<file path="config.mk">
export PLATFORM = sky130hd
export DESIGN_NAME = icache_direct_mapped
export DESIGN_NICKNAME = d
export VERILOG_FILES = /design/src/rtl/icache_direct_mapped_pkg.sv /design/src/rtl/icache_word_select.sv /design/src/rtl/icache_direct_mapped.sv
export SDC_FILE = /design/constraint.sdc
export NUM_CORES = 1
export LEC_CHECK = 0
export ABC_AREA = 0
export CAP_MARGIN = 20
export CORE_MARGIN = 2
export CORE_UTILIZATION = 50
export DETAILED_ROUTE_END_ITERATION = 8
export DONT_BUFFER_PORTS = 1
export PLACE_DENSITY = 0.72
export SYNTH_ARGS = -nofsm -noshare
export SYNTH_HDL_FRONTEND = slang
export SYNTH_SLANG_ARGS = --single-unit
export TNS_END_PERCENT = 5
</file>
<file path="constraint.sdc">
create_clock -name CLK -period 13.3 [get_ports CLK]
set_input_delay 1.995 -clock CLK [delete_from_list [all_inputs] [get_ports CLK]]
set_output_delay 1.995 -clock CLK [all_outputs]
set_load 0.02 [all_outputs]
</file>
<file path="src/rtl/icache_direct_mapped_pkg.sv">
// ============================================================================
//  Module      : icache_direct_mapped_pkg
//  Description : Shared widths and FSM encoding for the direct-mapped I-cache.
//  Revision    : 1.0 - initial release
// ============================================================================
`default_nettype none

package icache_direct_mapped_pkg;

    localparam int IC_ADDR_W     = 10;
    localparam int IC_OFFSET_W   = 2;
    localparam int IC_INDEX_W    = 3;
    localparam int IC_TAG_W      = 3;
    localparam int IC_WORDS      = 1 << IC_OFFSET_W;
    localparam int IC_NUM_BLOCKS = 1 << IC_INDEX_W;
    localparam int IC_BLOCK_W    = 32 * IC_WORDS;

    typedef enum logic [1:0] {
        IC_IDLE     = 2'd0,
        IC_MEM_READ = 2'd1,
        IC_UPDATE   = 2'd2
    } ic_state_e;

endpackage

`default_nettype wire

</file>
<file path="src/rtl/icache_word_select.sv">
// ============================================================================
//  Module      : icache_word_select
//  Description : Combinational word mux selecting one 32-bit word of a line.
//  Revision    : 1.0 - initial release
// ============================================================================
`default_nettype none

module icache_word_select #(
    parameter int WORDS    = 4,
    parameter int OFFSET_W = 2
) (
    input  logic [32*WORDS-1:0] line_i,
    input  logic [OFFSET_W-1:0] offset_i,
    output logic [31:0]         word_o
);

    logic [31:0] words [WORDS];

    for (genvar g = 0; g < WORDS; g++) begin : g_split
        assign words[g] = line_i[g*32 +: 32];
    end

    assign word_o = words[offset_i];

endmodule

`default_nettype wire

</file>
<file path="src/rtl/icache_direct_mapped.sv">
// ============================================================================
//  Module      : icache_direct_mapped
//  Description : Direct-mapped read-only instruction cache with block refill.
//  Revision    : 1.0 - initial release
// ============================================================================
`default_nettype none

module icache_direct_mapped
    import icache_direct_mapped_pkg::*;
#(
    parameter int ADDR_W          = IC_ADDR_W,
    parameter int NUM_BLOCKS      = IC_NUM_BLOCKS,
    parameter int WORDS_PER_BLOCK = IC_WORDS
) (
    input  logic                                             CLK,
    input  logic                                             RESET,
    input  logic [31:0]                                      PC,
    output logic [31:0]                                      INSTRUCTION,
    output logic                                             BUSYWAIT,
    output logic                                             MEM_READ,
    output logic [ADDR_W-3-$clog2(WORDS_PER_BLOCK):0]        MEM_ADDRESS,
    input  logic [32*WORDS_PER_BLOCK-1:0]                    MEM_READINST,
    input  logic                                             MEM_BUSYWAIT
);

    localparam int OFFSET_W = $clog2(WORDS_PER_BLOCK);
    localparam int INDEX_W  = $clog2(NUM_BLOCKS);
    localparam int TAG_W    = ADDR_W - 2 - OFFSET_W - INDEX_W;
    localparam int BA_W     = TAG_W + INDEX_W;
    localparam int BLOCK_W  = 32 * WORDS_PER_BLOCK;

    logic [OFFSET_W-1:0]   offset;
    logic [INDEX_W-1:0]    index;
    logic [TAG_W-1:0]      tag;
    logic                  unused_pc_bits;

    logic [NUM_BLOCKS-1:0] valid_q;
    logic [TAG_W-1:0]      tag_q  [NUM_BLOCKS];
    logic [BLOCK_W-1:0]    data_q [NUM_BLOCKS];

    ic_state_e             state_q, state_d;
    logic [BA_W-1:0]       miss_q, miss_d;
    logic [31:0]           instr_q;

    logic [INDEX_W-1:0]    miss_idx;
    logic [TAG_W-1:0]      miss_tag;
    logic                  hit;
    logic                  fill;
    logic                  busy;
    logic                  mem_rd;
    logic [31:0]           word;

    assign offset         = PC[2 +: OFFSET_W];
    assign index          = PC[2+OFFSET_W +: INDEX_W];
    assign tag            = PC[2+OFFSET_W+INDEX_W +: TAG_W];
    assign unused_pc_bits = ^{PC[31:ADDR_W], PC[1:0]};

    assign miss_idx = miss_q[INDEX_W-1:0];
    assign miss_tag = miss_q[BA_W-1 -: TAG_W];
    assign hit      = valid_q[index] && (tag_q[index] == tag);
    assign fill     = (state_q == IC_MEM_READ) && !MEM_BUSYWAIT;

    icache_word_select #(
        .WORDS    (WORDS_PER_BLOCK),
        .OFFSET_W (OFFSET_W)
    ) u_word_select (
        .line_i   (data_q[index]),
        .offset_i (offset),
        .word_o   (word)
    );

    always_comb begin
        state_d = state_q;
        miss_d  = miss_q;
        busy    = 1'b1;
        mem_rd  = 1'b0;
        case (state_q)
            IC_IDLE: begin
                if (hit) begin
                    busy = 1'b0;
                end else begin
                    miss_d  = {tag, index};
                    state_d = IC_MEM_READ;
                end
            end
            IC_MEM_READ: begin
                mem_rd = 1'b1;
                if (!MEM_BUSYWAIT) begin
                    state_d = IC_UPDATE;
                end
            end
            IC_UPDATE: begin
                state_d = IC_IDLE;
            end
            default: begin
                state_d = IC_IDLE;
            end
        endcase
    end

    // While reset is held every line is invalid, so the IDLE miss path would
    // otherwise raise a stall; the CPU must see a quiet interface instead.
    assign BUSYWAIT    = busy & RESET;
    assign MEM_READ    = mem_rd & RESET;
    assign MEM_ADDRESS = miss_q;
    assign INSTRUCTION = ((state_q == IC_IDLE) && hit) ? word : instr_q;

    always_ff @(posedge CLK or negedge RESET) begin
        if (!RESET) begin
            state_q <= IC_IDLE;
            miss_q  <= '0;
            instr_q <= '0;
            valid_q <= '0;
        end else begin
            state_q <= state_d;
            miss_q  <= miss_d;
            instr_q <= INSTRUCTION;
            if (fill) begin
                valid_q[miss_idx] <= 1'b1;
            end
        end
    end

    // Tag and data arrays carry no reset; valid_q alone qualifies them.
    always_ff @(posedge CLK) begin
        if (fill) begin
            tag_q[miss_idx]  <= miss_tag;
            data_q[miss_idx] <= MEM_READINST;
        end
    end

endmodule

`default_nettype wire

</file>
==> reports/results.tsv, run 1 <==
stage	metric	value	unit
outcome	status	complete, no violations	
clocking	CTS clk-pin slew, worst paths	0.06	ns
clocking	CTS resizes	0	
global_route	all-layer global routing usage	20.7	%
clocking	clock root buffer	clkbuf_16	
cells_and_area	Area growth, synth to finish	10.8	%
timing	fin crit period	7.05	ns
clocking	postcts setup bufs	0	
routing	via count	18221	
power_and_ir_drop	Sw Share	22.5	%
cells_and_area	nets	1931	
power_and_ir_drop	power per cell area	170	mW/mm^2
critical_path	Worst setup EP type	output port	
yosys	Mapped Nets	1905	
routing	WL final	86900	um
routing	DR iter-0 viols	1670	
die	die area	0.0850	sq mm
critical_path	buffers plus inverters on the worst setup path	0	
timing	Worst-Margin Slew	1.41	ns
power_and_ir_drop	NetSw	1.75	mW
routing	Pre-antenna DRT Iters	5	
critical_path	Crit path max-delay family	compound AO/OA/AOI/OAI gates	
global_route	global-route wire length before repair	129000	um
timing	final setup margin	6.25	ns
yosys	Netlist cell types	33	
timing	Setup Viol. Count Final	0	
global_route	largest net degree at the start of global routing	272	
global_route	total grt overflow	0	
power_and_ir_drop	internal power	6.02	mW
die	Die Y	292	um
yosys	FF+latch count, synth	1096	
place	GPL Wtd Cong	0.709	
clocking	hold_buf cts	0	
cells_and_area	final instance area	0.0458	sq mm
critical_path	required time worst endpoint	11.31	ns
critical_path	Worst Path Max Fanout	271	
cells_and_area	filler cell count in the final layout	5876	
cells_and_area	Cell Count, Final, Fillers Out	2926	
clocking	CTS Buffer Depth	3	
timing	f_max	142	MHz
job	max-cap viol count	0	
critical_path	Critical-path top delay cell	o21ai_0	
yosys	Mapped Area	0.0413	sq mm
cells_and_area	share of cells above drive strength 1	26.4	%
cells_and_area	Seq. cell area	0.0327	sq mm
critical_path	crit-path max cell delay	0.81	ns
cells_and_area	multi-input logic area	0.00826	sq mm
yosys	Seq/Total Area, Yosys	79.0	%
routing	post-route ant nets	0	
power_and_ir_drop	Reg power frac	54.5	%
yosys	Syn Inst Count	1742	
power_and_ir_drop	Gate power share	8.7	%
critical_path	crit path from	PC[4]	
worst_hold_path	hold_sp	valid_q[2]$_DFFE_PN0P_	
timing	Setup Skew	0.0350	ns
routing	vias per cell	6.23	
yosys	Syn Area/Cell	23.7	sq um
die	I/O pin count	203	
place	PortBufs	0	
place	Post-DP HPWL	43100	um
clocking	insertion delay to the later sink of the worst-skew pair	0.67	ns
timing	Worst slew margin	6.05	%
timing	Period Utilization, post-route	53.0	%
cells_and_area	Ant. Diodes	0	
die	DIE WIDTH	292	um
critical_path	Crit Path Class	in2out	
place	Placed Instance Area	0.0425	sq mm
place	Post-Place Worst Slack	6.89	ns
critical_path	WP data arrival	5.06	ns
critical_path	CP cell instances	mux4_2 -> a22o_1 -> o21ai_0 -> o31ai_1 -> mux2_4	
critical_path	Startpoint Class	input pin	
die	Rows	105	
critical_path	Worst R2R Start	state_q[0]$_DFFE_PN0P_	
power_and_ir_drop	Clock power frac	36.8	%
global_route	initial antenna violation count	1	
clocking	htree depth	3	
die	core area	0.0820	sq mm
routing	routed len/inst	29.7	um
power_and_ir_drop	leakage	14.3	nW
power_and_ir_drop	Peak VDD IR	103	uV
clocking	CTS sink count	1096	
timing	setup tns final	0	ns
clocking	CTS buffer count	105	
timing	Max Transition Viols Final	0	
worst_hold_path	worst hold path class	reg2reg	
place	dpl cells	2731	
yosys	Ys Warns	0	
global_route	vias in the first global route	19424	
clocking	TritonCTS clock tree	done	
routing	Residual DRC	0	
timing	Final Hold Violating Endpoints	0	
timing	unrepaired setup endpoints after global routing	false	
die	Starting Density	50.4	%
-- cells in the final DEF (no fill, tap or decap), types with 10 or more instances in the layout --
cell type  count
edfxtp_1    1048
a22o_1        64
dfrtp_1       48
clkbuf_1      25
mux2_4        29
or2_2         10
mux2_2        10
clkinv_1      25
clkbuf_16    105
mux4_2       261
mux2i_1       12
o21ai_0       29
buf_4         11
o31ai_1       32
clkinv_2      18
o22ai_1       64
-- worst register-to-register path, stage by stage, from the launching register on --
cell and delay [ns]:
dfrtp_1 0.40, nor3b_1 0.33, nand2_1 0.29, nor2_4 0.89, buf_4 0.86, buf_4 0.91
-- stage by stage --
| stage | util, % | power (mW) | hold slack (ns) |
|---|---|---|---|
| floorplan | - | 4.86 | 0.434 |
| global placement | 51.8 | 4.95 | 0.446 |
| detailed placement | 51.8 | 4.99 | 0.452 |
| CTS | 55.9 | 7.83 | 0.467 |
| global route | 55.9 | 8.01 | 0.484 |
| finish | 55.9 | 7.77 | 0.465 |
-- state kept, by name (all words and copies together), names as in the netlist --
register,flops
data_q,1024
tag_q,24
instr_q,32
state_q,2
MEM_ADDRESS,6
valid_q,8
-- path summary, 6_finish.rpt --
path,cells after the start,endpoint,slack [ns]
worst max-delay path,5,INSTRUCTION[15],6.25
worst min-delay path,1,valid_q[2]$_DFFE_PN0P_,0.47
worst max register to register,5,data_q[7][109]$_DFFE_PP_,9.21
worst min register to register,1,valid_q[2]$_DFFE_PN0P_,0.47
max in group asynchronous,0,instr_q[28]$_DFF_PN0_,12.15
min in group asynchronous,0,instr_q[26]$_DFF_PN0_,1.02
-- cell families (layout without fill, tap and decap cells) --
family	Yosys count	after routing	synth area share [%]
AO/OA/AOI/OAI	195	195	3.36
multiplexers	312	312	15.8
XOR/XNOR	3	3	0.0636
flip-flops	1096	1096	79.0
AND/OR/NAND/NOR	36	36	0.499
buffers and inverters	100	214	1.21
-- power groups by stage --
stage	clock (mW)	combinational [mW]	sequential (mW)
finish	2.86	0.678	4.24
global route	3.04	0.714	4.26
floorplan	0	0.534	4.33
global placement	0	0.672	4.28
detailed placement	0	0.682	4.30
CTS	2.90	0.684	4.24
-- synthesized netlist by cell type, drive strengths merged --
master	number	area (sq um)
a22o	64	561
nand4	1	6.26
nand2b	5	31.3
and4	1	11.3
or2	10	62.6
a21oi	1	5.00
xor2	3	26.3
and2	1	6.26
buf	40	275
nand2	3	11.3
dfrtp	48	1200
o31ai	32	240
nor3	2	10.0
mux2	39	548
nor2	7	26.3
o21a	1	7.51
o22ai	64	400
nor3b	1	7.51
nor2b	4	25.0
a41oi	1	16.3
mux4	261	5880
edfxtp	1048	31500
inv	1	3.75
o21ai	32	160
mux2i	12	120
clkbuf	59	221
and3b	1	8.76
-- per-layer routing --
layer	wire [um]	vias up	global-route usage, %
li1	-	7573	-
met1	33800	9884	27.0
met2	43500	646	34.2
met3	7930	118	6.35
met4	1730	0	5.62
met5	0	-	0
-- layout make-up --
| type | count | share of cell area (%) |
|---|---|---|
| inverter | 1 | 0.00819 |
| tap | 1070 | 2.92 |
| sequential | 1096 | 71.3 |
| timing repair buffer | 18 | 0.486 |
| clock buffer | 133 | 6.03 |
| multi-input combinational | 546 | 18.0 |
| clock inverter | 62 | 1.21 |
Power figures use the tool's default switching activity.
==> run 2, diff against run 1 <==
==> constraint.sdc (replaced) <==
create_clock -name CLK -period 7.1 [get_ports CLK]
set_input_delay 1.065 -clock CLK [delete_from_list [all_inputs] [get_ports CLK]]
set_output_delay 1.065 -clock CLK [all_outputs]
set_load 0.02 [all_outputs]
==> run 2 against run 1 <==
  * The run now ends with slew limit left
  * Sequential power up 87%
  * Register-to-register slack worse by 5.2 ns
  * Die area unchanged
  * Combinational power up 90%
  * Via count up 0.91%
  * Global-route usage up 0.32 points
  * Cell area up 0.75%
  * Count of clock-buffer cells in the layout up 14
  * Clock power up 99%
  * Clock skew down 0.0081 ns
  * Critical path type unchanged
  * Largest cell class unchanged
==> reports/results.tsv, run 2 (synthesis gave the netlist of run 1 again) <==
stage	metric	value	unit
clocking	postcts setup bufs	0	
cells_and_area	fin util	56.3	%
timing	Setup Viol. Count Final	0	
critical_path	CP cell instances	mux4_2 -> xor2_1 -> and4_4 -> mux2_2	
power_and_ir_drop	NetSw	3.37	mW
power_and_ir_drop	Gate power share	8.6	%
timing	setup tns final	0	ns
place	Placed Instance Area	0.0425	sq mm
cells_and_area	Area growth, synth to finish	11.6	%
routing	via count	18387	
cells_and_area	nets	1937	
critical_path	crit-path max cell delay	1.09	ns
cells_and_area	final instance area	0.0462	sq mm
power_and_ir_drop	power per cell area	323	mW/mm^2
die	DIE WIDTH	292	um
die	core area	0.0820	sq mm
routing	routed len/inst	30.2	um
power_and_ir_drop	Clock power frac	38.2	%
job	max-cap viol count	0	
critical_path	Worst Path Max Fanout	262	
critical_path	FF-to-FF setup slack	4.03	ns
timing	Worst-Margin Slew	1.73	ns
timing	Hold Slack	0.0822	ns
global_route	all-layer global routing usage	21.1	%
critical_path	crit path from	PC[5]	
timing	Max Transition Viols Final	85	
timing	fin crit period	5.77	ns
clocking	clock root buffer	clkbuf_16	
critical_path	CP endpoint	INSTRUCTION[0]	
power_and_ir_drop	Sw Share	22.6	%
cells_and_area	Biggest register	data_q	
critical_path	WP data arrival	4.70	ns
place	dpl cells	2736	
routing	DR iter-0 viols	1740	
timing	unrepaired setup endpoints after global routing	false	
clocking	CTS sink count	1096	
die	Starting Density	50.4	%
critical_path	Worst R2R Path Depth	4	
cells_and_area	largest registers	data_q (1024), instr_q (32), tag_q (24)	
routing	vias per cell	6.26	
power_and_ir_drop	Peak VDD IR	237	uV
die	I/O pin count	203	
cells_and_area	max reg flops	1024	
critical_path	cell depth of the worst setup path	4	
clocking	CTS buffer count	106	
critical_path	Startpoint Class	input pin	
clocking	insertion delay to the later sink of the worst-skew pair	0.69	ns
timing	f_max	173	MHz
critical_path	R2R Path End	data_q[7][33]$_DFFE_PP_	
clocking	hold_buf cts	0	
critical_path	buffers plus inverters on the worst setup path	0	
timing	Final Hold Violating Endpoints	0	
critical_path	Crit path max-delay family	multiplexers	
power_and_ir_drop	internal power	11.6	mW
global_route	initial antenna violation count	2	
global_route	total grt overflow	0	
die	Die Y	292	um
place	Post-Place Worst Slack	2.58	ns
timing	Worst slew margin	-15.1	%
power_and_ir_drop	Pwr Total	14.9	mW
timing	Period Utilization, post-route	81.2	%
cells_and_area	filler cell count in the final layout	5778	
timing	final setup margin	1.33	ns
timing	Setup Skew	0.0269	ns
die	Rows	105	
global_route	global-route wire length before repair	130000	um
outcome	failing checks	slew limit	
critical_path	required time worst endpoint	6.03	ns
cells_and_area	most common cell after layout, fill and taps aside	edfxtp_1	
power_and_ir_drop	Reg power frac	53.2	%
clocking	CTS clk-pin slew, worst paths	0.06	ns
cells_and_area	share of cells above drive strength 1	27.6	%
cells_and_area	most frequent cells in the layout	edfxtp_1, mux4_2, clkbuf_16	
clocking	CTS resizes	0	
global_route	largest net degree at the start of global routing	272	
global_route	vias in the first global route	19355	
critical_path	Critical-path top delay cell	mux4_2	
routing	Residual DRC	0	
routing	post-route ant nets	0	
routing	Pre-antenna DRT Iters	5	
place	GPL Wtd Cong	0.701	
critical_path	Worst setup EP type	output port	
critical_path	Crit Path Class	in2out	
clocking	TritonCTS clock tree	done	
cells_and_area	Cell Count, Final, Fillers Out	2939	
routing	WL final	88700	um
worst_hold_path	worst hold path class	in2async	
die	die area	0.0850	sq mm
outcome	status	complete, but fails checks	
place	PortBufs	0	
clocking	CTS Buffer Depth	3	
place	Post-DP HPWL	45600	um
critical_path	Worst R2R Start	state_q[1]$_DFFE_PN0P_	
clocking	htree depth	3	
power_and_ir_drop	leakage	14.4	nW
-- run 2: metal layers --
metal	track usage (%)	up-vias	wire, um
li1	-	7591	-
met1	28.2	9940	34900
met2	34.5	740	44200
met3	6.05	116	8150
met4	4.95	0	1440
met5	0	-	0
-- run 2: final cells by class --
cell class	instances	area, sq um	area share (%)
Clock buffer	147	2940	6.37
Tap cell	1070	1340	2.90
Sequential cell	1096	32700	70.8
Timing Repair Buffer	23	248	0.537
Antenna cell	1	2.50	0.00542
Inverter	1	3.75	0.00813
Multi-Input combinational cell	546	8270	17.9
Clock inverter	55	683	1.48
-- run 2: worst min path at each step --
stage	startpoint	endpoint	slack, ns	cells after the start
floorplan	valid_q[2]$_DFFE_PN0P_	valid_q[2]$_DFFE_PN0P_	0.43	1
global placement	valid_q[7]$_DFFE_PN0P_	valid_q[7]$_DFFE_PN0P_	0.45	1
detailed placement	valid_q[0]$_DFFE_PN0P_	valid_q[0]$_DFFE_PN0P_	0.45	1
CTS	RESET	instr_q[17]$_DFF_PN0_	0.04	0
global route	RESET	instr_q[24]$_DFF_PN0_	0.05	0
finish	RESET	instr_q[16]$_DFF_PN0_	0.08	0
-- run 2: worst register-to-register path: cells and delay by family (launching register included) --
| family | cells | cell delay (ns) |
|---|---|---|
| simple gates | 3 | 1.51 |
| buf+inv | 1 | 0.65 |
| flops | 1 | 0.40 |
-- run 2: power groups by stage --
stage	logic (mW)	registers [mW]	clock network, mW
final	1.29	7.94	5.70
after floorplan	1.00	8.09	0
after CTS	1.29	7.94	5.78
after global placement	1.27	8.03	0
after detailed placement	1.29	8.07	0
after global routing	1.35	7.98	6.04
